<file path="config.mk">
export PLATFORM = sky130hd
export DESIGN_NAME = serial_sub
export DESIGN_NICKNAME = d
export VERILOG_FILES = /design/src/rtl/serial_sub_pkg.sv /design/src/rtl/serial_sub_fs_cell.sv /design/src/rtl/serial_sub.sv
export SDC_FILE = /design/constraint.sdc
export NUM_CORES = 1
export LEC_CHECK = 0
export BUFFER_PORTS_ARGS = -buffer_cell sky130_fd_sc_hd__buf_4
export CAP_MARGIN = 20
export CORE_MARGIN = 4
export CORE_UTILIZATION = 53
export CTS_CLUSTER_DIAMETER = 100
export DETAILED_ROUTE_END_ITERATION = 6
export GPL_TIMING_DRIVEN = 0
export PLACE_DENSITY = 0.87
export SLEW_MARGIN = 20
export SYNTH_ARGS = -nofsm -noshare
export SYNTH_HDL_FRONTEND = slang
export SYNTH_SLANG_ARGS = --single-unit
</file>
<file path="constraint.sdc">
create_clock -name clk -period 1.8 [get_ports clk]
set_input_delay 0.36 -clock clk [delete_from_list [all_inputs] [get_ports clk]]
set_output_delay 0.36 -clock clk [all_outputs]
set_load 0.02 [all_outputs]
</file>
<file path="src/rtl/serial_sub_pkg.sv">
// Shared definitions for the bit-serial subtractor: FSM state encoding and
// the supported operand width range.
package serial_sub_pkg;

    localparam int WIDTH_MIN = 2;
    localparam int WIDTH_MAX = 64;

    typedef enum logic [1:0] {
        IDLE  = 2'd0,
        SHIFT = 2'd1,
        DONE  = 2'd2
    } state_t;

endpackage

</file>
<file path="src/rtl/serial_sub_fs_cell.sv">
// Combinational full-subtractor bit slice: d = a - b - bin, bout = borrow out.
// Shared by the serial arithmetic blocks.
module fs_cell (
    input  logic a,
    input  logic b,
    input  logic bin,
    output logic d,
    output logic bout
);

    assign d    = a ^ b ^ bin;
    assign bout = (~a & b) | (~(a ^ b) & bin);

endmodule

</file>
<file path="src/rtl/serial_sub.sv">
// Bit-serial subtractor: D = A - B - Bin, one bit per clock, LSB first.
// Define SERIAL_SUB_OVF_EN to add the registered signed-overflow output ovf.
module serial_sub
    import serial_sub_pkg::*;
#(
    parameter int WIDTH = 8
) (
    input  logic             clk,
    input  logic             rst_n,
    input  logic             start,
    input  logic [WIDTH-1:0] a,
    input  logic [WIDTH-1:0] b,
    input  logic             bin,
    output logic             busy,
    output logic             done,
    output logic [WIDTH-1:0] d,
    output logic             bout,
`ifdef SERIAL_SUB_OVF_EN
    output logic             ovf,
`endif
    output logic [1:0]       dbg_state
);

    localparam int CW = $clog2(WIDTH);
    localparam logic [CW-1:0] LAST = CW'(WIDTH - 1);

    generate
        if (WIDTH < WIDTH_MIN || WIDTH > WIDTH_MAX) begin : g_width_check
            $error("serial_sub: WIDTH out of supported range");
        end
    endgenerate

    state_t           r_state;
    state_t           w_next;
    logic [WIDTH-1:0] r_sa;
    logic [WIDTH-1:0] r_sb;
    logic             r_br;
    logic [CW-1:0]    r_cnt;
    logic [WIDTH-1:0] r_d;
    logic             r_bout;
    logic             w_diff;
    logic             w_nbr;
    logic             w_accept;
    logic             w_last;

    fs_cell u_fs_cell (
        .a    (r_sa[0]),
        .b    (r_sb[0]),
        .bin  (r_br),
        .d    (w_diff),
        .bout (w_nbr)
    );

    assign w_accept = start && (r_state == IDLE || r_state == DONE);
    assign w_last   = (r_state == SHIFT) && (r_cnt == LAST);

    always_ff @(posedge clk or negedge rst_n) begin
        if (!rst_n) begin
            r_state <= IDLE;
        end else begin
            r_state <= w_next;
        end
    end

    always_comb begin
        w_next = r_state;
        busy   = 1'b0;
        done   = 1'b0;
        case (r_state)
            IDLE:    if (start) w_next = SHIFT;
            SHIFT: begin
                busy = 1'b1;
                if (r_cnt == LAST) w_next = DONE;
            end
            DONE: begin
                done   = 1'b1;
                w_next = start ? SHIFT : IDLE;
            end
            default: w_next = IDLE;
        endcase
    end

    // r_sa doubles as the result shift register: each diff bit enters at the
    // MSB as the consumed minuend bit leaves at the LSB.
    always_ff @(posedge clk or negedge rst_n) begin
        if (!rst_n) begin
            r_sa   <= '0;
            r_sb   <= '0;
            r_br   <= 1'b0;
            r_cnt  <= '0;
            r_d    <= '0;
            r_bout <= 1'b0;
        end else if (w_accept) begin
            r_sa  <= a;
            r_sb  <= b;
            r_br  <= bin;
            r_cnt <= '0;
        end else if (r_state == SHIFT) begin
            r_sa <= {w_diff, r_sa[WIDTH-1:1]};
            r_sb <= r_sb >> 1;
            r_br <= w_nbr;
            if (w_last) begin
                r_d    <= {w_diff, r_sa[WIDTH-1:1]};
                r_bout <= w_nbr;
            end else begin
                r_cnt <= r_cnt + 1'b1;
            end
        end
    end

`ifdef SERIAL_SUB_OVF_EN
    logic r_a_msb;
    logic r_b_msb;
    logic r_ovf;

    // Operand sign bits are shifted out of r_sa/r_sb, so keep copies.
    always_ff @(posedge clk or negedge rst_n) begin
        if (!rst_n) begin
            r_a_msb <= 1'b0;
            r_b_msb <= 1'b0;
            r_ovf   <= 1'b0;
        end else if (w_accept) begin
            r_a_msb <= a[WIDTH-1];
            r_b_msb <= b[WIDTH-1];
        end else if (w_last) begin
            r_ovf <= (r_a_msb != r_b_msb) && (w_diff != r_a_msb);
        end
    end

    assign ovf = r_ovf;
`endif

    assign d         = r_d;
    assign bout      = r_bout;
    assign dbg_state = r_state;

endmodule

</file>
### Yosys cells after proc, flatten, opt, wreduce, memory -nomap -nowiden

Cells that the tools add are included.

* register bits after elaboration: 31
* bits in latches: 0
* RAM bits: 0
* ROM bits: 0
* memories kept: 0

* add/subtract/negate cells: 1
* $mul: 0
* div/mod/pow operators: 0
* $lt $le $gt $ge: 0
* equal/unequal tests: 6
* shift-type cells: 0
* multiplexer cells: 15
* bitwise logic cells: 8
* reduce and logical (&&, ||, !) cells: 8

Operators by type and width (number)
* $mux 8: 4
* $mux 3: 3
* $ne 2x2->1 const B: 3
* $pmux 2 s3: 1
* $mux 1: 5
* $mux 2: 2
* $reduce_and 2->1: 2
* $add 3x1->3 const B: 1
* $eq 3x3->1 const B: 1
* $not 1->1: 3
* $reduce_and 3->1: 1
* $and 1x1->1: 2
* $eq 2x1->1 const B: 1
* $eq 2x2->1 const B: 1
* $logic_and 1x1->1: 2
* $logic_not 2->1: 1
* $reduce_bool 2->1: 1
* $xor 1x1->1: 2
* $logic_or 1x1->1: 1
* $or 1x1->1: 1

### Logic depth before layout (Yosys ltp)

* word-level depth: 6
* gate-level depth with buffers: 6

### Cells and area by module

A second synthesis with hierarchy kept.

* cells, all modules: 122
* area, all modules: 1682.9 µm²

By module, submodules not included
* serial_sub: instances 1, cells each 118, area each 1651.6 µm², sequential area each 775.7 µm²
* fs_cell: instances 1, cells each 4, area each 31.3 µm², sequential area each 0.0 µm²

### Least setup slack after synthesis

Ideal clock, no wire load.

* kind: reg-to-output
* start: reg r_state[1] (netlist: dbg_state[1])
* end: out done
* arrival time: 1147 ps
* required time: 1440 ps
* path slack: 293 ps
* cell stages (with the launch flop): 3
* buffers on the path: 1
* cells stage by stage: dfrtp_1 -> buf_2 -> nor2b_1

* longest elaborated chain between the ends: 2

Ends and longest elaborated chain
* from (decl): RTL line serial_sub.sv:33 `state_t r_state;`
* from (signal assigned): RTL line serial_sub.sv:61 `r_state <= w_next;`
* $eq 2x2->1: RTL line serial_sub.sv:69 `case (r_state)`
* $mux 1: RTL line serial_sub.sv:69
* to (decl): RTL line serial_sub.sv:15 `output logic done,`

No other way between the ends.

### Worst setup path after layout

* start: reg r_state[1] (netlist: dbg_state[1])
* end: out busy

* longest elaborated chain between the ends: 2

Ends and longest elaborated chain
* $eq 2x1->1: RTL line serial_sub.sv:69
* $mux 1: RTL line serial_sub.sv:69
* to (decl): RTL line serial_sub.sv:14 `output logic busy,`

No other way between the ends.

==> flow_summary.yaml <==
floorplanning:
  die_area_um2: 3680
  boundaryPins: 33
  start_util_pct: 57.3
  coreArea_um2: 2570
  die-height_um: 60.7
  die_x_um: 60.7
  num_rows: 18
clock_tree:
  post_cts_buffers: 0
  cts_root_buf: "clkbuf_4"
  clockBufferDepth: 2
  clkSlewWorstSetupHoldPaths_ps: 90
  numCtsBuffers: 5
  clk_latency_ps: 320
  clock_sinks: 31
  cts_tree: "done"
  htreeDepth: 2
sta:
  slew_violations: 0
  relSlewSlack_pct: 71.0
  fin_skew_ps: 4.25
  min_period_over_period_pct: 93.1
  finalHoldViolations: 0
  worst_pin_slew_ps: 435
  fin_tns_setup_ps: 0
  rsz0062_at_grt: "false"
  min_period_ps: 1680
  setup_viol: 0
  clock.fmax_mhz: 597
  fin_ws_ps: 125
cells_and_area:
  n_antenna_cell: 0
  multiInputGateArea_um2: 602
  register_area_um2: 777
  syn_to_final_growth_pct: 23.8
  nNetsFinal: 207
  drive_above_1_share_pct: 28.3
  nFillCells: 193
  finalNonFillerCells: 214
setup_path:
  cpPeakStageDelay_ps: 450
  ff2ff_path_depth: 6
  r2r_slack_ps: 170
  critPathKind: "reg2out"
  critPathLaunch: "dbg_state[1]"
  required_ps: 1440
  crit_family: "flip-flops"
  start_kind: "flip-flop"
  end_kind: "output pin"
  r2r-end: "d[5]"
  crit_chain: "nand2b_1 > buf_2 > inv_1 > buf_4"
  reg2reg_from: "r_cnt[0]"
  arrival_ps: 1320
  path_depth: 4
  cpMaxStageDelayCell: "dfrtp_2"
  cp_max_fo: 8
  path_buf_inv: 3
  worstSetupEndpoint: "busy"
global_route:
  grt_max_degree: 32
  grt_pass1_wl_mm: 5.08
  grt_pass1_vias: 1163
  antenna_found_initial: 0
  grt_overflow: 0
  grt_use_total_pct: 19.1
drt:
  final_antenna_net_count: 0
  dr_wl_met3_um: 163
  wl_per_cell_um: 14.6
  top_layer: "met4"
  firstDrtPassIters: 4
  drc: 0
  wl_met1_mm: 1.36
  vias: 1215
  drt-total-wl_mm: 3.12
  drtIter0Drc: 32
  dr_wl_met2_mm: 1.57
  viasPerCell: 5.68
flow_run:
  cap_violations: 0
synthesis:
  synth_top_area_share_pct: 52.7
  synthArstFlopShare_pct: 100
  synth.net_count: 167
  ys_types: 25
  synth_cells: 144
  netlist_area_um2: 1470
  synthTopCellsByArea: "dfrtp_1 53%, mux2i_1 6.1%, a21oi_1 5.1%"
  yosys_warnings: 0
  synthTopCellsByCount: "31 x dfrtp_1, 15 x a21oi_1, 13 x nand2_1, 11 x inv_1, 10 x nor2b_1"
  syn_avg_cell_area_um2: 10.2
  ys_seq_elements: 31
  synth.most_common_cell: "dfrtp_1"
  ys.flop_type: "dfrtp_1"
  yosys.area.top_type: "dfrtp_1"
  synth_edf_count: 0
  ys_seq_area_share_pct: 52.7
place:
  place_inst: 206
  port_buffers: 32
  place_hpwl_mm: 2.31
  gp_congestion: 0.788
  pre_cts_slack_ps: 86.8
hold_path:
  hold_class: "in2reg"
  hp-start: "a[4]"
  min_path_cells: 3
outcome:
  status: "finished clean"
pwr:
  p_total_mw: 3.06
  power_leakage_nw: 0.871
  vdd_drop_max_mv: 1.16
  powerDensity_nw_per_um2: 1680
-- placed cells by master (no fill, tap or decap), drive strengths merged --
cell type | synthesis | final
o21ai | 8 | 8
buf | 7 | 39
a21oi | 15 | 15
nor3b | 1 | 1
dfrtp | 31 | 31
mux2 | 3 | 3
nand3 | 3 | 3
ha | 2 | 2
a21o | 1 | 1
xor2 | 1 | 1
nand2 | 13 | 13
nand2b | 2 | 2
inv | 11 | 11
o211ai | 2 | 2
nor2b | 10 | 10
o22ai | 6 | 6
clkinv | 0 | 1
fa | 1 | 1
and2 | 1 | 1
clkbuf | 3 | 9
mux2i | 9 | 9
nor2 | 3 | 3
a211oi | 9 | 9
a221o | 1 | 1
dlygate4sd3 | 0 | 1
nand3b | 1 | 1
-- area by class of cell --
class                           instances  area share, %
Buffer                                 10           3.16
Timing Repair Buffer                   33           13.7
Sequential cell                        31           42.7
Inverter                               11           2.27
Clock buffer                            6           2.82
Clock inverter                          1          0.275
Tap cell                               30           2.06
Multi-Input combinational cell         92           33.0
-- registers in the layout, summed over array words and instances (netlist names) --
signal	flops
bout	1
d	8
dbg_state	2
r_br	1
r_cnt	3
r_sa	8
r_sb	8
-- worst min path at each step --
stage	to
floorplan	bout
global placement	d[1]
detailed placement	d[0]
CTS	r_sa[4]
global route	r_sa[4]
finish	r_sa[4]
-- cells by family after synthesis --
| group | share of synthesized area (%) |
|---|---|
| XOR/XNOR | 0.595 |
| multiplexers | 8.42 |
| AND/OR/NAND/NOR | 11.7 |
| buffers and inverters | 6.38 |
| AO/OA/AOI/OAI | 17.2 |
| adder cells (fa/ha/maj) | 3.06 |
| flip-flops | 52.7 |
-- layer usage --
metal  global-route usage [%]  up-vias
met4                     7.43        0
met1                     23.8      605
li1                         -      576
met3                     6.60        5
met2                     30.7       29
met5                        0        -
-- through the flow --
| stage | hold slack [ps] | util [%] | instance area (um2) |
|---|---|---|---|
| finish | 301 | 71.0 | 1820 |
| global route | 289 | 71.0 | 1820 |
| CTS | 293 | 70.9 | 1820 |
| detailed placement | 314 | 68.1 | 1750 |
| global placement | 308 | 68.1 | 1750 |
| floorplan | 64.4 | - | 1470 |
-- worst reg2reg max path, cell delays in order, from the launching register on --
cell and delay, ps:
dfrtp_1 410, ha_1 210, ha_1 200, nand3b_1 300
clkbuf_2 270, nand2_1 80, o21ai_0 80
-- where the power goes --
part	internal (mW)	switching (mW)	total [mW]
sequential	1.03	0.217	1.25
clock	0.181	0.223	0.403
combinational	0.657	0.754	1.41
-- what timing repair did --
action                                  CTS  global route
hold endpoints to repair                 31             0
hold buffers                              1             0
endpoints found under the setup margin    1             9
resized for setup                         2             3
(Power assumes the default switching activity.)
